`config.mk`:
```
export PLATFORM = sky130hd
export DESIGN_NAME = uart_rx_frame_check
export DESIGN_NICKNAME = d
export VERILOG_FILES = /design/src/rtl/uart_rx_pkg.sv /design/src/rtl/uart_rx_err_counter.sv /design/src/rtl/uart_rx_frame_check.sv
export SDC_FILE = /design/constraint.sdc
export NUM_CORES = 1
export LEC_CHECK = 0
export CAP_MARGIN = 20
export CELL_PAD_IN_SITES_DETAIL_PLACEMENT = 1
export CELL_PAD_IN_SITES_GLOBAL_PLACEMENT = 1
export CORE_UTILIZATION = 38
export DETAILED_ROUTE_END_ITERATION = 7
export PLACE_DENSITY = 0.86
export SLEW_MARGIN = 20
export SYNTH_ARGS = -nofsm -noshare
export SYNTH_HDL_FRONTEND = slang
export SYNTH_SLANG_ARGS = --single-unit
```
`constraint.sdc`:
```
create_clock -name CLK -period 5.3 [get_ports CLK]
set_input_delay 1.06 -clock CLK [delete_from_list [all_inputs] [get_ports CLK]]
set_output_delay 1.06 -clock CLK [all_outputs]
set_load 0.01 [all_outputs]
```
`src/rtl/uart_rx_pkg.sv`:
```
// -----------------------------------------------------------------------------
// uart_rx_pkg
// Shared types and constants for the UART receive frame checker.
//   rx_chk_state_t : frame sequencer states
//   PAR_EVEN/ODD   : encodings of the par_type input
//   MAX_DATA_WIDTH : widest supported data field, sizes the bit counter
// -----------------------------------------------------------------------------
package uart_rx_pkg;

    typedef enum logic [1:0] {
        ST_IDLE   = 2'd0,
        ST_DATA   = 2'd1,
        ST_PARITY = 2'd2,
        ST_STOP   = 2'd3
    } rx_chk_state_t;

    localparam logic PAR_EVEN = 1'b0;
    localparam logic PAR_ODD  = 1'b1;

    localparam int MAX_DATA_WIDTH = 9;

endpackage : uart_rx_pkg

```
`src/rtl/uart_rx_err_counter.sv`:
```
// -----------------------------------------------------------------------------
// uart_rx_err_counter
// Saturating event counter for receive error statistics.
//   CLK : clock
//   RST : synchronous active-high reset
//   inc : count one event this cycle
//   clr : clear to zero; wins over a simultaneous inc
//   cnt : registered count, sticks at all-ones instead of wrapping
// -----------------------------------------------------------------------------
module uart_rx_err_counter #(
    parameter int CNT_W = 8
) (
    input  logic             CLK,
    input  logic             RST,
    input  logic             inc,
    input  logic             clr,
    output logic [CNT_W-1:0] cnt
);

    logic [CNT_W-1:0] cnt_q;
    logic [CNT_W-1:0] cnt_d;

    // NOTE: every variable written in an always_comb gets a value on every
    // path (here the hold value first), otherwise synthesis infers a latch.
    always_comb begin
        cnt_d = cnt_q;
        if (clr) begin
            cnt_d = '0;
        end else if (inc && (cnt_q != {CNT_W{1'b1}})) begin
            cnt_d = cnt_q + CNT_W'(1);
        end
    end

    // NOTE: flops use non-blocking assignments so every register samples the
    // pre-edge values, independent of statement order across blocks.
    always_ff @(posedge CLK) begin
        if (RST) begin
            cnt_q <= '0;
        end else begin
            cnt_q <= cnt_d;
        end
    end

    assign cnt = cnt_q;

endmodule : uart_rx_err_counter

```
`src/rtl/uart_rx_frame_check.sv`:
```
// -----------------------------------------------------------------------------
// uart_rx_frame_check
// Sequences one UART frame (start, data, optional parity, 1-2 stop bits) from
// a stream of majority-voted bit samples and reports the result.
//   CLK, RST      : clock, synchronous active-high reset
//   bit_valid     : sampled_bit is valid this cycle
//   sampled_bit   : line value of the current bit
//   par_type      : 0 even / 1 odd, captured with the start bit
//   abort         : drop the current frame, back to IDLE, nothing reported
//   cnt_clr       : clear all error counters (wins over an increment)
//   data_out      : data of the last completed frame, first bit at bit 0
//   data_valid    : one-cycle pulse, frame ended without errors
//   frame_done    : one-cycle pulse on every frame end, false starts included
//   start_err, par_err, stop_err          : flags of the last ended frame
//   start_err_cnt, par_err_cnt, stop_err_cnt : saturating error counters
// -----------------------------------------------------------------------------
module uart_rx_frame_check
    import uart_rx_pkg::*;
#(
    parameter int DATA_WIDTH = 8,
    parameter int PARITY_EN  = 1,
    parameter int STOP_BITS  = 1,
    parameter int CNT_W      = 8
) (
    input  logic                  CLK,
    input  logic                  RST,
    input  logic                  bit_valid,
    input  logic                  sampled_bit,
    input  logic                  par_type,
    input  logic                  abort,
    input  logic                  cnt_clr,
    output logic [DATA_WIDTH-1:0] data_out,
    output logic                  data_valid,
    output logic                  frame_done,
    output logic                  start_err,
    output logic                  par_err,
    output logic                  stop_err,
    output logic [CNT_W-1:0]      start_err_cnt,
    output logic [CNT_W-1:0]      par_err_cnt,
    output logic [CNT_W-1:0]      stop_err_cnt
);

    localparam int BCW = $clog2(MAX_DATA_WIDTH + 1);
    localparam logic [BCW-1:0] LAST_DATA = BCW'(DATA_WIDTH - 1);
    // Value of stop_cnt on the final stop bit (0 for one stop bit, 1 for two).
    localparam logic STOP_LAST = (STOP_BITS == 2);

    // Sequencer and datapath state
    rx_chk_state_t         state_q, state_d;
    logic [DATA_WIDTH-1:0] shift_q, shift_d;
    logic [BCW-1:0]        bit_cnt_q, bit_cnt_d;
    logic                  stop_cnt_q, stop_cnt_d;
    logic                  par_acc_q, par_acc_d;
    logic                  par_type_q, par_type_d;
    logic                  par_err_acc_q, par_err_acc_d;
    logic                  stop_err_acc_q, stop_err_acc_d;

    // Registered outputs
    logic [DATA_WIDTH-1:0] data_out_q, data_out_d;
    logic                  data_valid_q, data_valid_d;
    logic                  frame_done_q, frame_done_d;
    logic                  start_err_q, start_err_d;
    logic                  par_err_q, par_err_d;
    logic                  stop_err_q, stop_err_d;

    // Counter increment requests and the final stop-error verdict
    logic start_inc, par_inc, stop_inc;
    logic stop_flag;

    // -------------------------------------------------------------------------
    // State register (all flops)
    // -------------------------------------------------------------------------
    always_ff @(posedge CLK) begin
        if (RST) begin
            state_q        <= ST_IDLE;
            shift_q        <= '0;
            bit_cnt_q      <= '0;
            stop_cnt_q     <= 1'b0;
            par_acc_q      <= 1'b0;
            par_type_q     <= PAR_EVEN;
            par_err_acc_q  <= 1'b0;
            stop_err_acc_q <= 1'b0;
            data_out_q     <= '0;
            data_valid_q   <= 1'b0;
            frame_done_q   <= 1'b0;
            start_err_q    <= 1'b0;
            par_err_q      <= 1'b0;
            stop_err_q     <= 1'b0;
        end else begin
            state_q        <= state_d;
            shift_q        <= shift_d;
            bit_cnt_q      <= bit_cnt_d;
            stop_cnt_q     <= stop_cnt_d;
            par_acc_q      <= par_acc_d;
            par_type_q     <= par_type_d;
            par_err_acc_q  <= par_err_acc_d;
            stop_err_acc_q <= stop_err_acc_d;
            data_out_q     <= data_out_d;
            data_valid_q   <= data_valid_d;
            frame_done_q   <= frame_done_d;
            start_err_q    <= start_err_d;
            par_err_q      <= par_err_d;
            stop_err_q     <= stop_err_d;
        end
    end

    // -------------------------------------------------------------------------
    // Next-state logic
    // -------------------------------------------------------------------------
    always_comb begin
        state_d = state_q;
        if (abort) begin
            state_d = ST_IDLE;
        end else if (bit_valid) begin
            unique case (state_q)
                ST_IDLE: begin
                    if (!sampled_bit) state_d = ST_DATA;
                end
                ST_DATA: begin
                    if (bit_cnt_q == LAST_DATA) begin
                        state_d = (PARITY_EN != 0) ? ST_PARITY : ST_STOP;
                    end
                end
                ST_PARITY: state_d = ST_STOP;
                ST_STOP: begin
                    if (stop_cnt_q == STOP_LAST) state_d = ST_IDLE;
                end
                default: state_d = ST_IDLE;
            endcase
        end
    end

    // -------------------------------------------------------------------------
    // Datapath and output logic
    // -------------------------------------------------------------------------
    always_comb begin
        shift_d        = shift_q;
        bit_cnt_d      = bit_cnt_q;
        stop_cnt_d     = stop_cnt_q;
        par_acc_d      = par_acc_q;
        par_type_d     = par_type_q;
        par_err_acc_d  = par_err_acc_q;
        stop_err_acc_d = stop_err_acc_q;
        data_out_d     = data_out_q;
        start_err_d    = start_err_q;
        par_err_d      = par_err_q;
        stop_err_d     = stop_err_q;
        data_valid_d   = 1'b0;
        frame_done_d   = 1'b0;
        start_inc      = 1'b0;
        par_inc        = 1'b0;
        stop_inc       = 1'b0;
        stop_flag      = stop_err_acc_q | ~sampled_bit;

        // An abort only redirects the sequencer; nothing reported is touched.
        if (!abort && bit_valid) begin
            unique case (state_q)
                ST_IDLE: begin
                    if (!sampled_bit) begin
                        par_type_d     = par_type;
                        bit_cnt_d      = '0;
                        stop_cnt_d     = 1'b0;
                        par_acc_d      = 1'b0;
                        par_err_acc_d  = 1'b0;
                        stop_err_acc_d = 1'b0;
                    end else begin
                        // Line still high where a start bit was expected.
                        start_err_d  = 1'b1;
                        par_err_d    = 1'b0;
                        stop_err_d   = 1'b0;
                        frame_done_d = 1'b1;
                        start_inc    = 1'b1;
                    end
                end
                ST_DATA: begin
                    // Shift right so the first received bit lands at bit 0.
                    shift_d   = {sampled_bit, shift_q[DATA_WIDTH-1:1]};
                    par_acc_d = par_acc_q ^ sampled_bit;
                    bit_cnt_d = bit_cnt_q + BCW'(1);
                    if (bit_cnt_q == LAST_DATA) stop_cnt_d = 1'b0;
                end
                ST_PARITY: begin
                    // XOR of data and parity is 0 for even, 1 for odd parity.
                    par_err_acc_d = ((par_acc_q ^ sampled_bit) != par_type_q);
                    stop_cnt_d    = 1'b0;
                end
                ST_STOP: begin
                    stop_err_acc_d = stop_flag;
                    if (stop_cnt_q == STOP_LAST) begin
                        data_out_d   = shift_q;
                        start_err_d  = 1'b0;
                        par_err_d    = par_err_acc_q;
                        stop_err_d   = stop_flag;
                        frame_done_d = 1'b1;
                        data_valid_d = !par_err_acc_q && !stop_flag;
                        par_inc      = par_err_acc_q;
                        stop_inc     = stop_flag;
                    end else begin
                        stop_cnt_d = 1'b1;
                    end
                end
                default: ;
            endcase
        end
    end

    assign data_out   = data_out_q;
    assign data_valid = data_valid_q;
    assign frame_done = frame_done_q;
    assign start_err  = start_err_q;
    assign par_err    = par_err_q;
    assign stop_err   = stop_err_q;

    // -------------------------------------------------------------------------
    // Error counters
    // -------------------------------------------------------------------------
    uart_rx_err_counter #(.CNT_W(CNT_W)) u_start_cnt (
        .CLK (CLK),
        .RST (RST),
        .inc (start_inc),
        .clr (cnt_clr),
        .cnt (start_err_cnt)
    );

    uart_rx_err_counter #(.CNT_W(CNT_W)) u_par_cnt (
        .CLK (CLK),
        .RST (RST),
        .inc (par_inc),
        .clr (cnt_clr),
        .cnt (par_err_cnt)
    );

    uart_rx_err_counter #(.CNT_W(CNT_W)) u_stop_cnt (
        .CLK (CLK),
        .RST (RST),
        .inc (stop_inc),
        .clr (cnt_clr),
        .cnt (stop_err_cnt)
    );

endmodule : uart_rx_frame_check

```
==> results of run 1 <==
## flip-flops by register name, summed over array words and instances, names as in the netlist
register,flops
start_err,1
frame_done,1
par_err_acc_q,1
data_valid,1
u_stop_cnt.cnt,8
data_out,8
bit_cnt_q,4
state_q,2
par_err,1
stop_err,1
par_type_q,1
u_start_cnt.cnt,8
par_acc_q,1
u_par_cnt.cnt,8
stop_err_acc_q,1
shift_q,8
## stage by stage
step / area, um^2 / worst slack, ps / utilization [%]
floorplan: 2560 / 3160 / -
global placement: 3010 / 2230 / 46.9
detailed placement: 3010 / 2120 / 46.9
CTS: 3100 / 2450 / 48.2
global route: 3100 / 2250 / 48.2
finish: 3100 / 2450 / 48.2
## cell families after synthesis
family                   after synthesis  synth area share, %
AO/OA/AOI/OAI                         67                 16.4
XOR/XNOR                               8                 2.74
adder cells (fa/ha/maj)                8                 3.91
buffers and inverters                 22                 4.16
flip-flops                            55                 43.0
multiplexers                           6                 2.35
AND/OR/NAND/NOR                      134                 27.4
## cell usage in the layout, fill, tap and decap left out, types with 5 or more instances in the layout
| cell type | synthesis | final |
|---|---|---|
| nor2_1 | 23 | 23 |
| a21oi_1 | 30 | 30 |
| clkbuf_8 | 0 | 5 |
| dfxtp_1 | 55 | 55 |
| xor2_1 | 5 | 5 |
| nand3_1 | 20 | 20 |
| nand2_1 | 38 | 38 |
| a211oi_1 | 6 | 6 |
| ha_1 | 8 | 8 |
| inv_1 | 7 | 7 |
| clkdlybuf4s50_1 | 0 | 43 |
| or3_1 | 5 | 5 |
| nor3_1 | 12 | 12 |
| mux2i_1 | 6 | 6 |
| o21ai_0 | 10 | 10 |
## synth_stat cells (2+ instances only)
| cell type | n |
|---|---|
| a31oi_1 | 4 |
| or2_1 | 2 |
| nand3b_1 | 4 |
| ha_1 | 8 |
| a211oi_1 | 6 |
| or2_2 | 3 |
| o21ai_0 | 10 |
| nand2_1 | 38 |
| mux2i_1 | 6 |
| xor2_1 | 5 |
| nor2b_1 | 2 |
| and4_1 | 2 |
| and4b_1 | 3 |
| a32oi_1 | 2 |
| nand3_1 | 20 |
| dfxtp_1 | 55 |
| buf_2 | 4 |
| clkbuf_1 | 8 |
| inv_1 | 7 |
| a311oi_1 | 2 |
| and2_1 | 3 |
| nor2_1 | 23 |
| nor3_1 | 12 |
| a21oi_1 | 30 |
| buf_6 | 2 |
| o2111ai_1 | 2 |
| xnor2_1 | 3 |
| nand4b_1 | 2 |
| or3_1 | 5 |
| nand2b_1 | 4 |
| nand4_1 | 2 |
| nor4_1 | 2 |
## worst max-delay path, cell delays in order
cell	delay (ps)
clkdlybuf4s50_1	690
and3b_1	560
o211ai_2	250
or3_1	390
a21oi_1	140
## final timing paths
kind / from / to / slack, ps / cells after the start
max reg2reg: state_q[0] / u_stop_cnt.cnt[5] / 3160 / 5
min reg2reg: data_out[3] / data_out[3] / 470 / 2
min: data_out[3] / data_out[3] / 470 / 2
max: bit_valid / u_stop_cnt.cnt[5] / 2450 / 5
## layout make-up
cell class / instances / area (um^2)
clock buffer: 6 / 72.6
clock inverter: 2 / 12.5
fill: 767 / 3320
inverter: 7 / 26.3
multi-input combinational: 223 / 1350
sequential: 55 / 1100
tap: 77 / 96.3
timing repair buffer: 44 / 438
## metal layers
metal / track usage (%) / vias up
met3: 3.36 / 4
met2: 31.6 / 43
met1: 24.8 / 1132
met4: 4.70 / 0
met5: 0 / -
li1: - / 1147
## power groups by stage
stage	clock network [mW]	registers (mW)	logic (mW)
finish	0.230	0.416	0.0401
global route	0.257	0.416	0.0438
CTS	0.239	0.416	0.0403
detailed placement	0	0.426	0.0401
global placement	0	0.425	0.0392
floorplan	0	0.426	0.0280
==> impl.org, run 1 <==
** Clock network
- TritonCTS built the clock tree.
- Counting along the longest clock path gives a buffer depth of 2.
- # resized after CTS :: 0
- After clock tree synthesis, the clock-pin slew on the worst setup and hold paths is 90 ps.
- Counting every sink on the clock net gives 55.
- The H-tree was split into 2 levels.
- Hold-fix buffers at CTS :: 0
- Post-CTS Setup Bufs :: 0
- Number of CTS-inserted buffers :: 5
- The clock reaches the later pin of the worst-skew pair after 310 ps.
- Buffer type at the clock tree root :: clkbuf_8

** Detailed routing
- Signal routing reaches up to met4.
- Mean number of vias per cell :: 5.62
- Drt pass-1 iters :: 6
- WL met3 :: 222 um
- For this block, wires on met1 add up to 3.10 mm.
- Final antenna-violating net count :: 0
- Total routed wirelength :: 6.29 mm
- After detailed routing, the number of remaining DRC violations is 8.
- Summed over all nets, wire length on met2 after detailed routing comes to 2.92 mm.
- Dividing the detail-routed wire length by the instance count gives 15.2 um.
- The routed layout has 2326 vias.
- First-iteration detailed-routing DRC count :: 100

** STA
- Final hold vios :: 0
- Headroom to the max-slew limit came out at 62.0%.
- Final hold analysis gives a worst-case slack of 469 ps.
- Setup total negative slack on the finished layout was measured at 0 ps.
- Transition at the pin with the smallest max-transition slack :: 570 ps
- The worst path uses 53.7% of the clock period.
- Setup violations remaining at the end of the flow were counted as 0.
- Unrepaired setup endpoints after global routing :: false
- The smallest clock period supported by the final layout is computed as 2850 ps.
- For this run, the top clock speed supported by timing is 0.351 GHz.
- Across the routed clock network, the largest skew measured is 9.67 ps.
- The number of slew-limit violations in the final report was 0.

** Global route
- The first global-routing pass estimated 10.8 mm of wire.
- Remaining global-route overflow :: 0
- Entering global routing, the biggest net connects 35 pins.
- Antenna violations before repair :: 0
- Vias in the first global route :: 2259
- Global routing used 18.8% of the available tracks.

** Placement
- Port buffering added 43 buffers.
- The congestion estimate from routability-driven global placement came to 0.817.
- Post-detail-place hpwl :: 4.53 mm
- After detailed placement, the design holds a cell count of 406.

** Floorplan
- Once the floorplan was initialized, standard cells occupied 39.8% of the core.
- Floorplan die area :: 7070 um^2
- In this run the standard cell core region covers 6420 um^2.
- The initialized floorplan defines 29 standard-cell rows.
- Width of the die :: 84.1 um
- Pin placement for this block handled 44 I/O pins.
- Die height :: 84.1 um

** Pwr
- Combinational logic is responsible for 5.8% of the overall power.
- Summing internal, switching and leakage power gives 686 uW.
- Clock group share of total power :: 33.6%
- Share of power burned in registers :: 60.6%
- In this run switching power makes up 23.9% of total power.
- The internal portion of the total power is 522 uW.
- Summed over all cells, the static leakage comes to 1.01 nW.
- Maximum vdd ir drop :: 135 uV
- In this run the power spent charging and discharging nets is 164 uW.
- Power Dens Cells :: 222 nW/um^2

** Final layout
- Compared with the post-synthesis result, the final layout area differs by 21.1%.
- In the final design database the tool counted 351 nets.
- Leaving out filler cells and counting taps, the final layout contains 414.
- Layout cell share with drive strength beyond 1 :: 4.45%
- The number of antenna diodes in the final layout is 0.

** Logic synthesis
- Ranked by total cell area, the synthesized netlist is headed by dfxtp_1, a21oi_1, nand2_1.
- Combined area of all synthesized cells :: 2560 um^2
- The share of synthesized area in the top cell type comes to 43.0%.
- Counting every net in the synthesized netlist gives 315.
- Register bit count reported by yosys :: 55
- The most used flip-flop cell after synthesis is dfxtp_1.
- Of all flip-flops after synthesis, the portion carrying an async set or reset was 0%.
- Number of warnings reported in the yosys synthesis log :: 0
- Unique cell type count in the Yosys netlist :: 51
- Each instance of the synthesized netlist takes up on average 8.53 um^2.
- Post-synth top area cell :: dfxtp_1
- Counting flops with a built-in enable in the synthesized netlist gives 0.
- Synthesis handed over a netlist of 300 instances.
- Sequential elements use 43.0% of the synthesized area.

** Hold path
- Class of the most critical hold timing path :: reg2reg

** Status
- The final reports fail on design-rule violations.
- The run finished, with violations left.

** Worst setup path
- Data arrival, critical path :: 3090 ps
- By startpoint and endpoint, the worst setup path is classified as in2reg.
- Capturing element type of the critical path :: register
- The worst setup path is launched from an input pin.
- STA puts the critical path data required time at 5540 ps.
- Worst-path fanout max :: 13

** Run
- Max-cap violations :: 0
No activity file was read; power rests on OpenSTA's default activity.
==> run 2: changes to the inputs <==
--- a/config.mk
+++ b/config.mk
@@ -8,9 +8,9 @@
 export CAP_MARGIN = 20
 export CELL_PAD_IN_SITES_DETAIL_PLACEMENT = 1
 export CELL_PAD_IN_SITES_GLOBAL_PLACEMENT = 1
-export CORE_UTILIZATION = 38
+export CORE_UTILIZATION = 35
 export DETAILED_ROUTE_END_ITERATION = 7
-export PLACE_DENSITY = 0.86
+export PLACE_DENSITY = 0.84
 export SLEW_MARGIN = 20
 export SYNTH_ARGS = -nofsm -noshare
 export SYNTH_HDL_FRONTEND = slang
==> constraint.sdc (replaced) <==
create_clock -name CLK -period 2.6 [get_ports CLK]
set_input_delay 0.52 -clock CLK [delete_from_list [all_inputs] [get_ports CLK]]
set_output_delay 0.52 -clock CLK [all_outputs]
set_load 0.01 [all_outputs]
==> impl.org, run 2 (synthesized netlist as in run 1, its figures left out) <==
** Floorplan
- Initial core utilization :: 36.8%
- Die height :: 87.5 um
- The die is 87.5 um wide.
- I/O pin count :: 44
- Site Rows :: 30
- The die covers 7660 um^2.
- Placeable core area :: 6940 um^2

** STA
- Highest Clock Rate :: 0.486 GHz
- Min Clock Period, post-route :: 2060 ps
- Transition at the pin with the smallest max-transition slack :: 618 ps
- Final hold vios :: 0
- Measured against its own limit, the worst slew margin works out to 58.7%.
- Worst hold slack after final layout :: 463 ps
- Number of slew-limit violations in the final report :: 0
- Setup repair after global routing left no endpoint under its margin.
- The worst path uses 79.1% of the clock period.
- Setup_tns :: 0 ps
- On the final layout, the worst clock skew is 10.3 ps.
- Setup violations remaining at the end of the flow were counted as 0.

** Clock network
- Number of CTS-inserted buffers :: 5
- Source-to-sink clock delay at the later pin of the worst-skew pair :: 320 ps
- After clock tree synthesis, the clock-pin slew on the worst setup and hold paths is 100 ps.
- # resized after CTS :: 0
- CTS saw 55 sinks.
- Clock H-tree levels :: 2
- After clock tree synthesis, the setup repair step added 0 buffers.
- Hold-fix buffers at CTS :: 0
- TritonCTS built the clock tree.
- Buffer type at the clock tree root :: clkbuf_8
- In this run the deepest clock path goes through 2 buffers.

** Final layout
- Commonest non-fill, non-tap cell in the layout :: dfxtp_1
- Layout Cells excl Fill :: 436
- Layout cell share with drive strength beyond 1 :: 5.59%
- Post-layout nets :: 354
- Leading cell types in the layout, fill and taps excluded :: dfxtp_1, clkdlybuf4s50_1, nand2_1, a21oi_1, nor2_1
- For this run, the share of the core covered by cells in the final layout is 45.3%.
- Area growth from synthesis to layout :: 23.0%
- Diode count :: 0
- Counting the fill cells in the layout gives 821.
- Post-route cell area :: 3150 um^2

** Placement
- Post-detail-place hpwl :: 4.81 mm
- After detailed placement, the design holds a cell count of 428.
- Total cell area at the placement stage :: 3060 um^2
- In this run the tool buffered the top-level ports with 43 buffer cells.
- Routability congestion estimate from global placement :: 0.850

** Worst setup path
- STA classifies the critical path endpoint as a register.
- Worst setup SP type :: input pin
- Of all nets on the critical path, the largest fanout is 11.
- The critical path in this run is classified as in2reg.
- For the worst setup path, the data arrival time is 2270 ps.
- STA puts the critical path data required time at 2810 ps.

** Pwr
- Per report_power, the combinational group accounts for 5.9% of the total.
- Switching pwr :: 342 uW
- Net switching is 24.3% of the power.
- Leakage power figure :: 1.03 nW
- The share of total power dissipated in the clock network is 33.9%.
- Maximum vdd ir drop :: 178 uV
- In this run the power density over the cells is 448 nW/um^2.
- Share of power burned in registers :: 60.2%
- Internal cell power :: 1.07 mW

** Detailed routing
- First-iteration detailed-routing DRC count :: 85
- Summing over every cut layer, the via total after detailed routing is 2325.
- Number of design rule violations left after detail routing :: 0
- After detailed routing, the total wire length is 6.52 mm.
- After detailed routing, the number of vias per cell comes to 5.33.
- Before antenna repair, the detailed router went through 4 iterations.
- Final antenna-violating net count :: 0
- Avg WL per Cell :: 14.9 um

** Global route
- Antenna violations before repair :: 0
- After global routing the overflow that remains totals 0.
- The via count of the first global-routing pass came to 2248.
- Global-route wire length before repair :: 10.9 mm
- GRT Util Overall :: 18.2%
- Entering global routing, the biggest net connects 32 pins.

** Run
- Max-cap violations :: 0

** Hold path
- In this run the worst hold path is classified as reg2reg.

** Status
- The flow ran to the end, and the final reports show no timing, DRC or antenna violations.
==> run 2: cell types whose count changed in the layout (fill, tap and decap cells not counted), sizes merged <==
cell      change
buf           +3
clkbuf        -1
clkinv        +1
clkinvlp      -1
inv           +1
==> run 2: worst max-delay path, stage by stage <==
cell and delay [ps]:
clkdlybuf4s50_1 790, nand2_1 240, a21oi_1 410, mux2i_1 250
nor2_1 60
==> run 2: final timing paths <==
kind,start,end,slack (ps),cells past startpoint
max reg2reg,state_q[0],stop_err,610,6
min,data_out[3],data_out[3],460,2
max,sampled_bit,stop_err,540,5
min reg2reg,data_out[3],data_out[3],460,2
==> run 2: cell type report <==
class / instances / area, um^2 / area share [%]
Clock buffer: 5 / 68.8 / 2.19
Clock inverter: 3 / 18.8 / 0.596
Inverter: 7 / 26.3 / 0.835
Multi-Input combinational cell: 223 / 1350 / 42.9
Sequential cell: 55 / 1100 / 35.0
Tap cell: 96 / 120 / 3.82
Timing Repair Buffer: 47 / 460 / 14.6
==> run 2: power groups by stage <==
stage | sequential (mW) | combinational [mW] | clock, mW
after global routing | 0.849 | 0.0903 | 0.538
after floorplan | 0.867 | 0.0570 | 0
after global placement | 0.867 | 0.0805 | 0
final | 0.848 | 0.0832 | 0.478
after CTS | 0.848 | 0.0834 | 0.500
after detailed placement | 0.867 | 0.0832 | 0
==> run 2: per-layer routing <==
layer	GRT usage, %	routed length, um	vias to the layer above
li1	-	-	1151
met1	23.0	2970	1133
met2	31.6	3230	35
met3	3.22	237	6
met4	5.81	84	0
met5	0	0	-
==> run 2: per-stage QoR <==
step           power [mW]  setup slack [ps]
2_1_floorplan       0.924               946
3_3_place_gp        0.947               306
6_report             1.41               543
5_1_grt              1.48               447
4_1_cts              1.43               567
3_5_place_dp        0.950               207
